**config.mk**
```make
export PLATFORM = sky130hd
export DESIGN_NAME = ip_tx_scheduler
export DESIGN_NICKNAME = d
export VERILOG_FILES = /design/src/rtl/ip_tx_scheduler_pkg.sv /design/src/rtl/ip_tx_scheduler_rr_pick.sv /design/src/rtl/ip_tx_scheduler.sv
export SDC_FILE = /design/constraint.sdc
export NUM_CORES = 1
export LEC_CHECK = 0
export ABC_AREA = 1
export CAP_MARGIN = 20
export CORE_MARGIN = 3
export CORE_UTILIZATION = 50
export DETAILED_ROUTE_END_ITERATION = 10
export GPL_TIMING_DRIVEN = 0
export PLACE_DENSITY = 0.84
export SYNTH_ARGS = -nofsm -noshare
export SYNTH_HDL_FRONTEND = slang
export SYNTH_SLANG_ARGS = --single-unit
```
**constraint.sdc**
```tcl
create_clock -name i_clk -period 2.95 [get_ports i_clk]
set_clock_uncertainty 0.15 [all_clocks]
set_input_delay 0.4425 -clock i_clk [delete_from_list [all_inputs] [get_ports i_clk]]
set_output_delay 0.4425 -clock i_clk [all_outputs]
set_load 0.1 [all_outputs]
```
**src/rtl/ip_tx_scheduler_pkg.sv**
```systemverilog
`default_nettype none
// ============================================================================
// Module      : ntw_sched_pkg
// Description : Shared types and source indices for the IP TX scheduler.
// Revision    : 1.0 - initial release
// ============================================================================
package ntw_sched_pkg;

    typedef enum logic [1:0] {
        IDLE = 2'd0,
        HDR  = 2'd1,
        PAY  = 2'd2
    } sched_state_e;

    localparam int TCP_IDX  = 0;
    localparam int UDP_IDX  = 1;
    localparam int ICMP_IDX = 2;

endpackage
`default_nettype wire

```
**src/rtl/ip_tx_scheduler_rr_pick.sv**
```systemverilog
`default_nettype none
// ============================================================================
// Module      : rr_pick
// Description : Combinational rotating priority encoder. Returns the first set
//               request bit at or after ptr_i, wrapping N-1 -> 0.
// Revision    : 1.0 - initial release
// ============================================================================
module rr_pick #(
    parameter  int N     = 3,
    localparam int IDX_W = (N > 1) ? $clog2(N) : 1
) (
    input  logic [N-1:0]     req_i,
    input  logic [IDX_W-1:0] ptr_i,
    output logic             found_o,
    output logic [IDX_W-1:0] idx_o
);

    // Scan offsets from farthest to nearest so the nearest hit is written last
    always_comb begin
        int k;
        k       = 0;
        found_o = 1'b0;
        idx_o   = '0;
        for (int off = N - 1; off >= 0; off--) begin
            k = int'(ptr_i) + off;
            if (k >= N) begin
                k = k - N;
            end
            if (req_i[k]) begin
                found_o = 1'b1;
                idx_o   = IDX_W'(k);
            end
        end
    end

endmodule
`default_nettype wire

```
**src/rtl/ip_tx_scheduler.sv**
```systemverilog
`default_nettype none
// ============================================================================
// Module      : ip_tx_scheduler
// Description : Packet-level weighted round-robin owner selection for the
//               shared IP TX path, with a stall watchdog that force-releases
//               a grant whose packet stops moving.
// Revision    : 1.0 - initial release
// ============================================================================
module ip_tx_scheduler #(
    parameter  int S_COUNT  = 3,
    parameter  int WEIGHT_W = 4,
    parameter  int TIMEOUT  = 65536,
    parameter  int CNT_W    = 16,
    localparam int IDX_W    = (S_COUNT > 1) ? $clog2(S_COUNT) : 1
) (
    input  logic                        i_clk,
    input  logic                        i_rst,
    input  logic                        i_enable,
    input  logic [S_COUNT-1:0]          i_req,
    input  logic [S_COUNT*WEIGHT_W-1:0] i_weight,
    input  logic                        i_hdr_fire,
    input  logic                        i_beat_fire,
    input  logic                        i_last_fire,
    output logic                        o_grant_valid,
    output logic [IDX_W-1:0]            o_grant_idx,
    output logic [S_COUNT-1:0]          o_grant_oh,
    output logic                        o_timeout,
    output logic [S_COUNT*CNT_W-1:0]    o_pkt_cnt,
    output logic [CNT_W-1:0]            o_to_cnt
);

    import ntw_sched_pkg::*;

    localparam int WD_W = (TIMEOUT > 1) ? $clog2(TIMEOUT) : 1;

    sched_state_e                       state_q, state_d;
    logic                               grant_valid_q, grant_valid_d;
    logic [IDX_W-1:0]                   grant_idx_q, grant_idx_d;
    logic [IDX_W-1:0]                   rr_ptr_q, rr_ptr_d;
    logic [S_COUNT-1:0][WEIGHT_W-1:0]   credit_q, credit_d;
    logic [S_COUNT-1:0][CNT_W-1:0]      pkt_cnt_q, pkt_cnt_d;
    logic [CNT_W-1:0]                   to_cnt_q, to_cnt_d;
    logic                               timeout_q, timeout_d;
    logic [WD_W-1:0]                    wd_q, wd_d;

    logic [S_COUNT-1:0][WEIGHT_W-1:0]   w_weight_eff;
    logic [S_COUNT-1:0]                 w_cand;
    logic                               w_pick_found;
    logic [IDX_W-1:0]                   w_pick_idx;
    logic                               w_pkt_done;
    logic                               w_wd_expire;
    logic                               w_wd_last;

    // Per-source helpers: zero weight means one packet, eligibility, one-hot grant
    for (genvar gi = 0; gi < S_COUNT; gi++) begin : g_src
        assign w_weight_eff[gi] = (i_weight[gi*WEIGHT_W +: WEIGHT_W] == '0)
                                ? WEIGHT_W'(1)
                                : i_weight[gi*WEIGHT_W +: WEIGHT_W];
        assign w_cand[gi]       = i_req[gi] & (credit_q[gi] != '0);
        assign o_grant_oh[gi]   = grant_valid_q & (grant_idx_q == IDX_W'(gi));
    end

    rr_pick #(
        .N (S_COUNT)
    ) u_rr_pick (
        .req_i   (w_cand),
        .ptr_i   (rr_ptr_q),
        .found_o (w_pick_found),
        .idx_o   (w_pick_idx)
    );

    assign w_wd_last = (wd_q == WD_W'(TIMEOUT - 1));

    // Next-state logic: grant selection, packet tracking, watchdog and release bookkeeping
    always_comb begin
        state_d       = state_q;
        grant_valid_d = grant_valid_q;
        grant_idx_d   = grant_idx_q;
        rr_ptr_d      = rr_ptr_q;
        credit_d      = credit_q;
        pkt_cnt_d     = pkt_cnt_q;
        to_cnt_d      = to_cnt_q;
        timeout_d     = 1'b0;
        wd_d          = wd_q;
        w_pkt_done    = 1'b0;
        w_wd_expire   = 1'b0;

        unique case (state_q)
            IDLE: begin
                // Fires seen here belong to no packet and are dropped
                if (i_enable) begin
                    if (w_pick_found) begin
                        grant_valid_d = 1'b1;
                        grant_idx_d   = w_pick_idx;
                        wd_d          = '0;
                        state_d       = HDR;
                    end else if (|i_req) begin
                        // Round exhausted for every requester: start a new round
                        credit_d = w_weight_eff;
                    end
                end
            end
            HDR: begin
                if (i_hdr_fire && i_last_fire) begin
                    w_pkt_done = 1'b1;
                end else if (i_hdr_fire || i_beat_fire) begin
                    wd_d = '0;
                    if (i_hdr_fire) begin
                        state_d = PAY;
                    end
                end else if (w_wd_last) begin
                    w_wd_expire = 1'b1;
                end else begin
                    wd_d = wd_q + 1'b1;
                end
            end
            PAY: begin
                if (i_last_fire) begin
                    w_pkt_done = 1'b1;
                end else if (i_hdr_fire || i_beat_fire) begin
                    wd_d = '0;
                end else if (w_wd_last) begin
                    w_wd_expire = 1'b1;
                end else begin
                    wd_d = wd_q + 1'b1;
                end
            end
            default: begin
                state_d = IDLE;
            end
        endcase

        // Common release path for normal completion and watchdog release
        if (w_pkt_done || w_wd_expire) begin
            state_d       = IDLE;
            grant_valid_d = 1'b0;
            wd_d          = '0;
            if (grant_idx_q == IDX_W'(S_COUNT - 1)) begin
                rr_ptr_d = '0;
            end else begin
                rr_ptr_d = grant_idx_q + 1'b1;
            end
            for (int i = 0; i < S_COUNT; i++) begin
                if (grant_idx_q == IDX_W'(i)) begin
                    if (credit_q[i] != '0) begin
                        credit_d[i] = credit_q[i] - 1'b1;
                    end
                    if (w_pkt_done) begin
                        pkt_cnt_d[i] = pkt_cnt_q[i] + 1'b1;
                        // Source keeps priority while it still has credit this round
                        if (credit_q[i] > WEIGHT_W'(1)) begin
                            rr_ptr_d = grant_idx_q;
                        end
                    end
                end
            end
            if (w_wd_expire) begin
                timeout_d = 1'b1;
                if (to_cnt_q != '1) begin
                    to_cnt_d = to_cnt_q + 1'b1;
                end
            end
        end
    end

    // State and counter registers; reset samples the weights as the first round
    always_ff @(posedge i_clk) begin
        if (i_rst) begin
            state_q       <= IDLE;
            grant_valid_q <= 1'b0;
            grant_idx_q   <= '0;
            rr_ptr_q      <= IDX_W'(TCP_IDX);
            credit_q      <= w_weight_eff;
            pkt_cnt_q     <= '0;
            to_cnt_q      <= '0;
            timeout_q     <= 1'b0;
            wd_q          <= '0;
        end else begin
            state_q       <= state_d;
            grant_valid_q <= grant_valid_d;
            grant_idx_q   <= grant_idx_d;
            rr_ptr_q      <= rr_ptr_d;
            credit_q      <= credit_d;
            pkt_cnt_q     <= pkt_cnt_d;
            to_cnt_q      <= to_cnt_d;
            timeout_q     <= timeout_d;
            wd_q          <= wd_d;
        end
    end

    assign o_grant_valid = grant_valid_q;
    assign o_grant_idx   = grant_idx_q;
    assign o_timeout     = timeout_q;
    assign o_pkt_cnt     = pkt_cnt_q;
    assign o_to_cnt      = to_cnt_q;

endmodule
`default_nettype wire

```
# After elaboration in Yosys (flattened, before gate mapping)
# Cells that the tools add are included.
# classes
add_sub_neg	14
order_cmp	9
eq_ne	12
muxes	65
bitwise_logic	8
reduce_logical	22
# ops
operator	count
$lt A32 B4 Y1 const B	3
$mux W16	6
$mux W32	3
$add A16 B1 Y16 const B	5
$mux W12	6
$ge A32 B3 Y1 const B	2
$sub A32 B3 Y32 const B	2
$pmux W16 S3	1
$mux W2	18
$mux W4	9
$eq A16 B16 Y1 const B	1
$mux W1	16
$ne A16 B16 Y1 const B	1
$reduce_and A3 Y1	5
$gt A4 B1 Y1 const B	3
$logic_not A4 Y1	3
$reduce_bool A4 Y1	3
$sub A4 B1 Y4 const B	3
$ne A2 B2 Y1 const B	5
$and A1 B1 Y1	6
$bmux W1 S2	3
$pmux W2 S3	1
$reduce_and A6 Y1	1
$reduce_and A5 Y1	1
16 further kinds	23
# totals
regBits	100
in_bits	21
out_inout_bits	71
word_cells	143

# Logic depth before layout (Yosys ltp)
# Gate-level depths: netlist (run 1).
# depth
ltp_word	16
depth_mapped	15
ltp_nobuf	15

# By module
# Synthesis (run 1) repeated with hierarchy kept, for this count alone.
# unflattened
hier_cells	916
area_unflattened_um2	5941.9
# modules_own_cells
mod	n_inst	cells_per_inst	area_each_um2	seq_area_each_um2
ip_tx_scheduler	1	877	5746.8	2001.9
rr_pick	1	39	195.2	0.0

# Worst setup path after synthesis (run 1)
# Ideal clock, no wire load.
# synth_timing
path_type	register to output
start	reg grant_idx_q[0] (netlist: o_grant_idx[0])
end	out o_grant_oh[1]
arrival_ps	2690
required_ps	2358
setup_slack_ps	-333
path_stages_with_launch	5
path_buffers	0
cell_sequence	dfxtp_1 > inv_2 > nor2_4 > inv_2 > nor2_1
# synth_via
elab_chain_cells	2
# synth_rtl
item	line_no	source
start, declared	ip_tx_scheduler.sv:38	logic [IDX_W-1:0] grant_idx_q, grant_idx_d;
start signal, assigned	ip_tx_scheduler.sv:181	grant_idx_q <= grant_idx_d;
$eq A2 B1 Y1	ip_tx_scheduler.sv:60	assign o_grant_oh[gi] = grant_valid_q & (grant_idx_q == IDX_W'(gi));
$and A1 B1 Y1	ip_tx_scheduler.sv:60	
end, declared	ip_tx_scheduler.sv:26	output logic [S_COUNT-1:0] o_grant_oh,
# Every way passes these cells.

# Final worst setup path (run 1)
# Same ends and word-level chain as after synthesis.

==> out/qor.json, run 1 <==
{
  "finish": {
    "area_growth_syn_to_layout_pct": 22.8,
    "final_net_count": 1070,
    "drive_above_1_share": 0.0878,
    "diodes": 0,
    "nFillCells": 1074,
    "finalNonFillerCells": 1205
  },
  "clock_tree": {
    "cts_buffer_depth": 2,
    "clk_root_buffer_cell": "clkbuf_16",
    "clock_network_latency_to_the_later_pin_of_the_worst_skew_pair_ns": 0.36,
    "cts-buffers-inserted": 9,
    "clock_sinks": 100,
    "tritoncts": "built",
    "post-cts-setup-buffer-count": 0,
    "cts_max_level": 3,
    "cts_hold_repair.buffers": 0,
    "clock_transition_time_at_the_flip_flop_clock_pins_of_the_worst_setup_and_hold_paths_ns": 0.07
  },
  "sta": {
    "worst-slew-pin-transition_ns": 1.02,
    "final_max_slew_viol_count": 0,
    "report.final.setup_viol": 0,
    "fin_crit_sh": 0.970,
    "fmax_mhz": 349,
    "number_of_failing_hold_endpoints_at_the_final_stage": 0,
    "rsz0062_at_grt": "no",
    "final_sum_of_negative_setup_slack_ns": 0,
    "slew_headroom": 0.318,
    "fin_crit_ns": 2.86
  },
  "detailed_routing": {
    "vias": 6513,
    "firstDrtPassIters": 5,
    "routed_wirelength_um": 16300,
    "drt.antenna.violating_nets": 0,
    "drcViolationCount": 0,
    "routed-wl-met3_um": 933,
    "wire_per_inst_um": 13.5,
    "wirelength_met1_um": 7370,
    "initialDrtViolationCount": 533,
    "met2_length_um": 7570,
    "average_via_count_per_standard_cell": 5.40,
    "maxUsedRoutingLayer": "met4"
  },
  "die": {
    "die-area_sq_mm": 0.0138,
    "core_area_sq_mm": 0.0121,
    "num_io_pins": 92,
    "initial_standard_cell_utilization_of_the_core": 0.515,
    "die_y_um": 117,
    "row_count": 40,
    "die_x_um": 117
  },
  "synth": {
    "synth_area_per_cell_sq_um": 6.68,
    "ys.warnings.count": 0,
    "ys_types": 43,
    "synth_async_sr_flop_share": 0,
    "yosysMostFrequentCell": "nand2_1",
    "syn_nets": 968,
    "synth_largest_type_area_fraction": 0.322,
    "share_of_synthesized_area_occupied_by_flip_flops_and_latches": 0.322,
    "yosys-top-cells-count": "209 x nand2_1, 114 x inv_1, 100 x dfxtp_1",
    "syn_inst": 930,
    "synth-main-ff-cell": "dfxtp_1",
    "largest_cells_by_area_after_synthesis": "dfxtp_1 32%, nand2_1 13%, inv_1 6.9%, nand3_1 6.0%, nor2_1 5.3%",
    "ys_seq_elements": 100,
    "synth_edf_count": 0,
    "synth_area_leader_cell": "dfxtp_1",
    "mappedNetlistArea_sq_mm": 0.00621
  },
  "global_routing": {
    "grt_first_pass_wirelength_um": 27400,
    "grt_overflow": 0,
    "vias_in_the_first_global_route": 6052,
    "initial_antenna_violation_count": 0,
    "pin_count_of_the_biggest_net_entering_global_routing": 20,
    "track_usage": 0.234
  },
  "power_and_ir_drop": {
    "vdd_drop_max_uv": 355,
    "total_leakage_power_nw": 2.97,
    "total_power_per_unit_cell_area_mw_per_mm2": 505
  },
  "critical_path": {
    "worst_r2r_endpoint": "wd_q[12]",
    "r2r_setup_slack_ns": 0.40,
    "timing.critical_path.from_type": "register",
    "critical_path.max_fanout": 8,
    "critical_path.startpoint": "o_grant_idx[0]",
    "end_kind": "output port",
    "worstSetupEndpoint": "o_grant_oh[1]",
    "cp_data_required_time_ns": 2.36,
    "r2r_start": "state_q[1]",
    "critical_path_arrival_ns": 2.27,
    "r2r.worst_path.cells": 13,
    "worstSetupPathType": "reg -> out"
  },
  "min_path": {
    "timing.hold.worst.start": "o_pkt_cnt[44]",
    "hold_class": "reg -> reg"
  },
  "placed_design": {
    "gp_routability_congestion": 0.920,
    "portBuffers": 91,
    "detailed_place_hpwl_um": 12100,
    "instance_count_after_placement_with_tap_cells_included": 1189
  },
  "run": {
    "timing.max_cap.violations": 0
  },
  "outcome": {
    "run_status": "complete, no violations"
  }
}
## flip-flops by register name (all words and copies together), names as in the netlist
signal and count:
o_pkt_cnt 48, o_to_cnt 16, wd_q 16, credit_q 12, o_grant_idx 2, rr_ptr_q 2
state_q 2, o_grant_valid 1, o_timeout 1
## report_power, final
part           internal [mW]  switching [mW]
Sequential              1.42          0.0787
Combinational          0.325           0.849
Clock                  0.597           0.587
Total                   2.34            1.51
## worst min-delay path by stage
stage | to | slack [ns] | depth (start not counted)
after global routing | o_pkt_cnt[30] | 0.36 | 2
after global placement | o_pkt_cnt[44] | 0.30 | 2
after floorplan | wd_q[15] | 0.30 | 2
after CTS | o_pkt_cnt[44] | 0.33 | 2
final | o_pkt_cnt[44] | 0.32 | 2
after detailed placement | o_pkt_cnt[44] | 0.32 | 2
## stage by stage
step                      power (mW)   util  area (sq um)  hold WS [ns]  setup WS [ns]
final                           3.85  0.632          7630         0.323         0.0880
after floorplan                 2.39      -          6220         0.301          0.133
after global placement          2.66  0.609          7340         0.303          0.187
after CTS                       3.86  0.632          7630         0.328         0.0747
after detailed placement        2.68  0.609          7340         0.315          0.196
after global routing            4.03  0.632          7630         0.360        0.00671
## logic make-up (layout without fill, tap and decap cells)
group,Yosys count,in the layout,synth area share
XOR/XNOR,27,27,0.0381
flip-flops,100,100,0.322
AND/OR/NAND/NOR,516,516,0.405
AO/OA/AOI/OAI,121,121,0.104
buffers and inverters,149,256,0.0971
adder cells (fa/ha/maj),17,17,0.0342
## critical path: stages, from the launching register on
cell and delay (ns):
dfxtp_1 0.50, inv_2 0.08, nor2_4 0.22, inv_2 0.11, nor2_2 0.13, dlygate4sd2_1 0.87
## metal layers
metal  global-route usage  up-vias
li1                     -     3265
met1                0.298     2966
met2                0.395      246
met3               0.0380       36
met4               0.0930        0
met5                    0        -
## repair_timing
item                                    in CTS  in global routing
gates resized for setup                      3                  1
endpoints found under the setup margin       3                  1
endpoints found under the hold margin        0                  0
pin swaps                                    0                  0
## final cells by class
type,count,area (sq um),share of cell area
buffer,23,130,0.0171
clock buffer,9,225,0.0295
clock inverter,7,65.1,0.00853
inverter,126,473,0.0620
multi-input combinational,681,3610,0.474
sequential,100,2000,0.262
tap,168,210,0.0276
timing repair buffer,91,908,0.119
## placed cells by master (no fill, tap or decap), types with 3 or more instances in the layout
cell	netlist	layout
nor2_2	5	8
nand2_4	3	3
nor2_4	9	9
xor2_1	19	19
inv_8	0	3
a21oi_1	63	63
xnor2_1	8	8
nor3_1	33	33
nand2_2	10	10
o21ai_1	5	5
nor2_1	88	85
dfxtp_1	100	100
nor4_1	10	10
nand4_1	46	46
clkdlybuf4s50_1	0	88
nor3b_1	4	4
inv_2	12	12
nor2_8	3	3
ha_1	17	17
nand2_1	209	209
o21ai_0	42	42
buf_2	5	5
buf_6	4	4
or2_2	3	3
nand3_2	7	7
clkbuf_1	11	11
o21bai_1	3	3
inv_1	114	114
clkbuf_16	0	9
nor3_2	4	4
nand3_1	74	74
(Power assumes the default switching activity.)
==> inputs of run 2 (changes only) <==
==> constraint.sdc (replaced) <==
create_clock -name i_clk -period 3.6 [get_ports i_clk]
set_clock_uncertainty 0.15 [all_clocks]
set_input_delay 0.54 -clock i_clk [delete_from_list [all_inputs] [get_ports i_clk]]
set_output_delay 0.54 -clock i_clk [all_outputs]
set_load 0.1 [all_outputs]
==> run 2 against run 1 <==
Net effect:
- non-clock buffer count did not move
- sequential cell count did not move
- combinational power fell by 18%
- die area did not move
- worst hold slack improved by 0.0071 ns
- register-to-register slack improved by 0.63 ns
==> out/qor.json, run 2 (synthesized netlist as in run 1, its figures left out) <==
{
  "outcome": {
    "run_status": "complete, no violations"
  },
  "clock_tree": {
    "clk_root_buffer_cell": "clkbuf_16",
    "clock_network_latency_to_the_later_pin_of_the_worst_skew_pair_ns": 0.35,
    "postCtsResizedCells": 0,
    "cts_max_level": 3,
    "cts_buffer_depth": 2,
    "clock_transition_time_at_the_flip_flop_clock_pins_of_the_worst_setup_and_hold_paths_ns": 0.07,
    "clock_sinks": 100,
    "cts-buffers-inserted": 9,
    "cts_hold_repair.buffers": 0,
    "post-cts-setup-buffer-count": 0,
    "tritoncts": "built"
  },
  "finish": {
    "largest_register_ff_count": 48,
    "layout.cell_area.non_filler_sq_mm": 0.00762,
    "final_net_count": 1070,
    "layout_commonest_cell": "nand2_1",
    "nFillCells": 1097,
    "diodes": 0,
    "final_cell_mix": "209 x nand2_1, 114 x inv_1, 100 x dfxtp_1, 91 x clkdlybuf4s50_1, 88 x nor2_1",
    "area_growth_syn_to_layout_pct": 22.7,
    "drive_above_1_share": 0.0839
  },
  "power_and_ir_drop": {
    "total_leakage_power_nw": 2.96,
    "total_power_per_unit_cell_area_mw_per_mm2": 413,
    "vdd_drop_max_uv": 239
  },
  "global_routing": {
    "grt_overflow": 0,
    "track_usage": 0.231,
    "initial_antenna_violation_count": 0,
    "vias_in_the_first_global_route": 5951,
    "pin_count_of_the_biggest_net_entering_global_routing": 17,
    "grt_first_pass_wirelength_um": 27100
  },
  "sta": {
    "postLayoutSetupSlackWorst_ns": 0.333,
    "rsz0062_at_grt": "no",
    "worst-slew-pin-transition_ns": 1.04,
    "report.final.setup_viol": 0,
    "final_max_slew_viol_count": 0,
    "number_of_failing_hold_endpoints_at_the_final_stage": 0,
    "fmax_mhz": 306,
    "fin_crit_ns": 3.27,
    "final_sum_of_negative_setup_slack_ns": 0,
    "fin_crit_sh": 0.908,
    "slew_headroom": 0.304
  },
  "detailed_routing": {
    "drcViolationCount": 0,
    "vias": 6415,
    "wire_per_inst_um": 13.4,
    "initialDrtViolationCount": 548,
    "average_via_count_per_standard_cell": 5.32,
    "drt.antenna.violating_nets": 0,
    "firstDrtPassIters": 5,
    "routed_wirelength_um": 16100
  },
  "run": {
    "timing.max_cap.violations": 0
  },
  "critical_path": {
    "worstSetupPathType": "reg -> out",
    "critical_path.max_fanout": 8,
    "cp_data_required_time_ns": 2.91,
    "timing.critical_path.from_type": "register",
    "critical_path_arrival_ns": 2.58,
    "end_kind": "output port"
  },
  "placed_design": {
    "portBuffers": 91,
    "detailed_place_hpwl_um": 12000,
    "place_worst_setup_slack_ns": 0.760,
    "gp_routability_congestion": 0.921,
    "placedInstanceArea_sq_mm": 0.00733
  },
  "die": {
    "die_y_um": 117,
    "row_count": 40,
    "initial_standard_cell_utilization_of_the_core": 0.515,
    "core_area_sq_mm": 0.0121,
    "die-area_sq_mm": 0.0138,
    "die_x_um": 117,
    "num_io_pins": 92
  },
  "min_path": {
    "hold_class": "reg -> reg"
  }
}
-- run 2: cell types whose count changed in the layout (fill, tap and decap cells not counted) --
cell	previous run	this run
clkdlybuf4s50_1	88	91
inv_8	3	0
nor2_1	85	88
nor2_2	8	5
clkinv_2	1	3
dlygate4sd2_1	2	0
bufinv_16	0	1
clkbuf_1	11	12
clkdlybuf4s15_1	1	0
inv_6	2	1
-- run 2: final cells by class --
type                            count  area [sq um]  area share
Timing Repair Buffer               91           911       0.119
Clock inverter                      6          62.6     0.00820
Clock buffer                       10           229      0.0300
Multi-Input combinational cell    681          3610       0.473
Tap cell                          168           210      0.0276
Inverter                          126           473      0.0620
Buffer                             23           130      0.0171
Sequential cell                   100          2000       0.263
-- run 2: worst max-delay path, cell delays in order (launching register included) --
cell and delay, ns:
dfxtp_1 0.40, nor2_2 0.40, inv_2 0.13, nor2_1 0.11, clkdlybuf4s50_1 1.19
-- run 2: metrics by stage --
step	power [mW]	util	hold WS, ns	instances
2_1_floorplan	1.96	-	0.301	930
3_3_place_gp	2.18	0.608	0.302	1189
3_5_place_dp	2.19	0.608	0.314	1189
4_1_cts	3.15	0.632	0.328	1205
5_1_grt	3.31	0.632	0.339	1205
6_report	3.15	0.632	0.330	1205
-- run 2: layer usage --
layer,vias to the layer above,wire [um],track usage
met5,-,0,0
met4,0,358,0.0799
met3,32,902,0.0514
met2,175,7830,0.396
met1,2953,7050,0.288
li1,3255,-,-
-- run 2: final timing paths --
path,depth (start not counted),startpoint,slack (ns),endpoint
worst min register to register,2,o_pkt_cnt[44],0.33,o_pkt_cnt[44]
worst max-delay path,4,o_grant_idx[0],0.33,o_grant_oh[0]
worst min-delay path,2,o_pkt_cnt[44],0.33,o_pkt_cnt[44]
worst max register to register,13,state_q[0],1.03,wd_q[15]
-- run 2: report_power, final --
| group | internal [mW] | switching (mW) |
|---|---|---|
| logic | 0.269 | 0.688 |
| clock network | 0.540 | 0.432 |
| registers | 1.16 | 0.0617 |
| total | 1.97 | 1.18 |
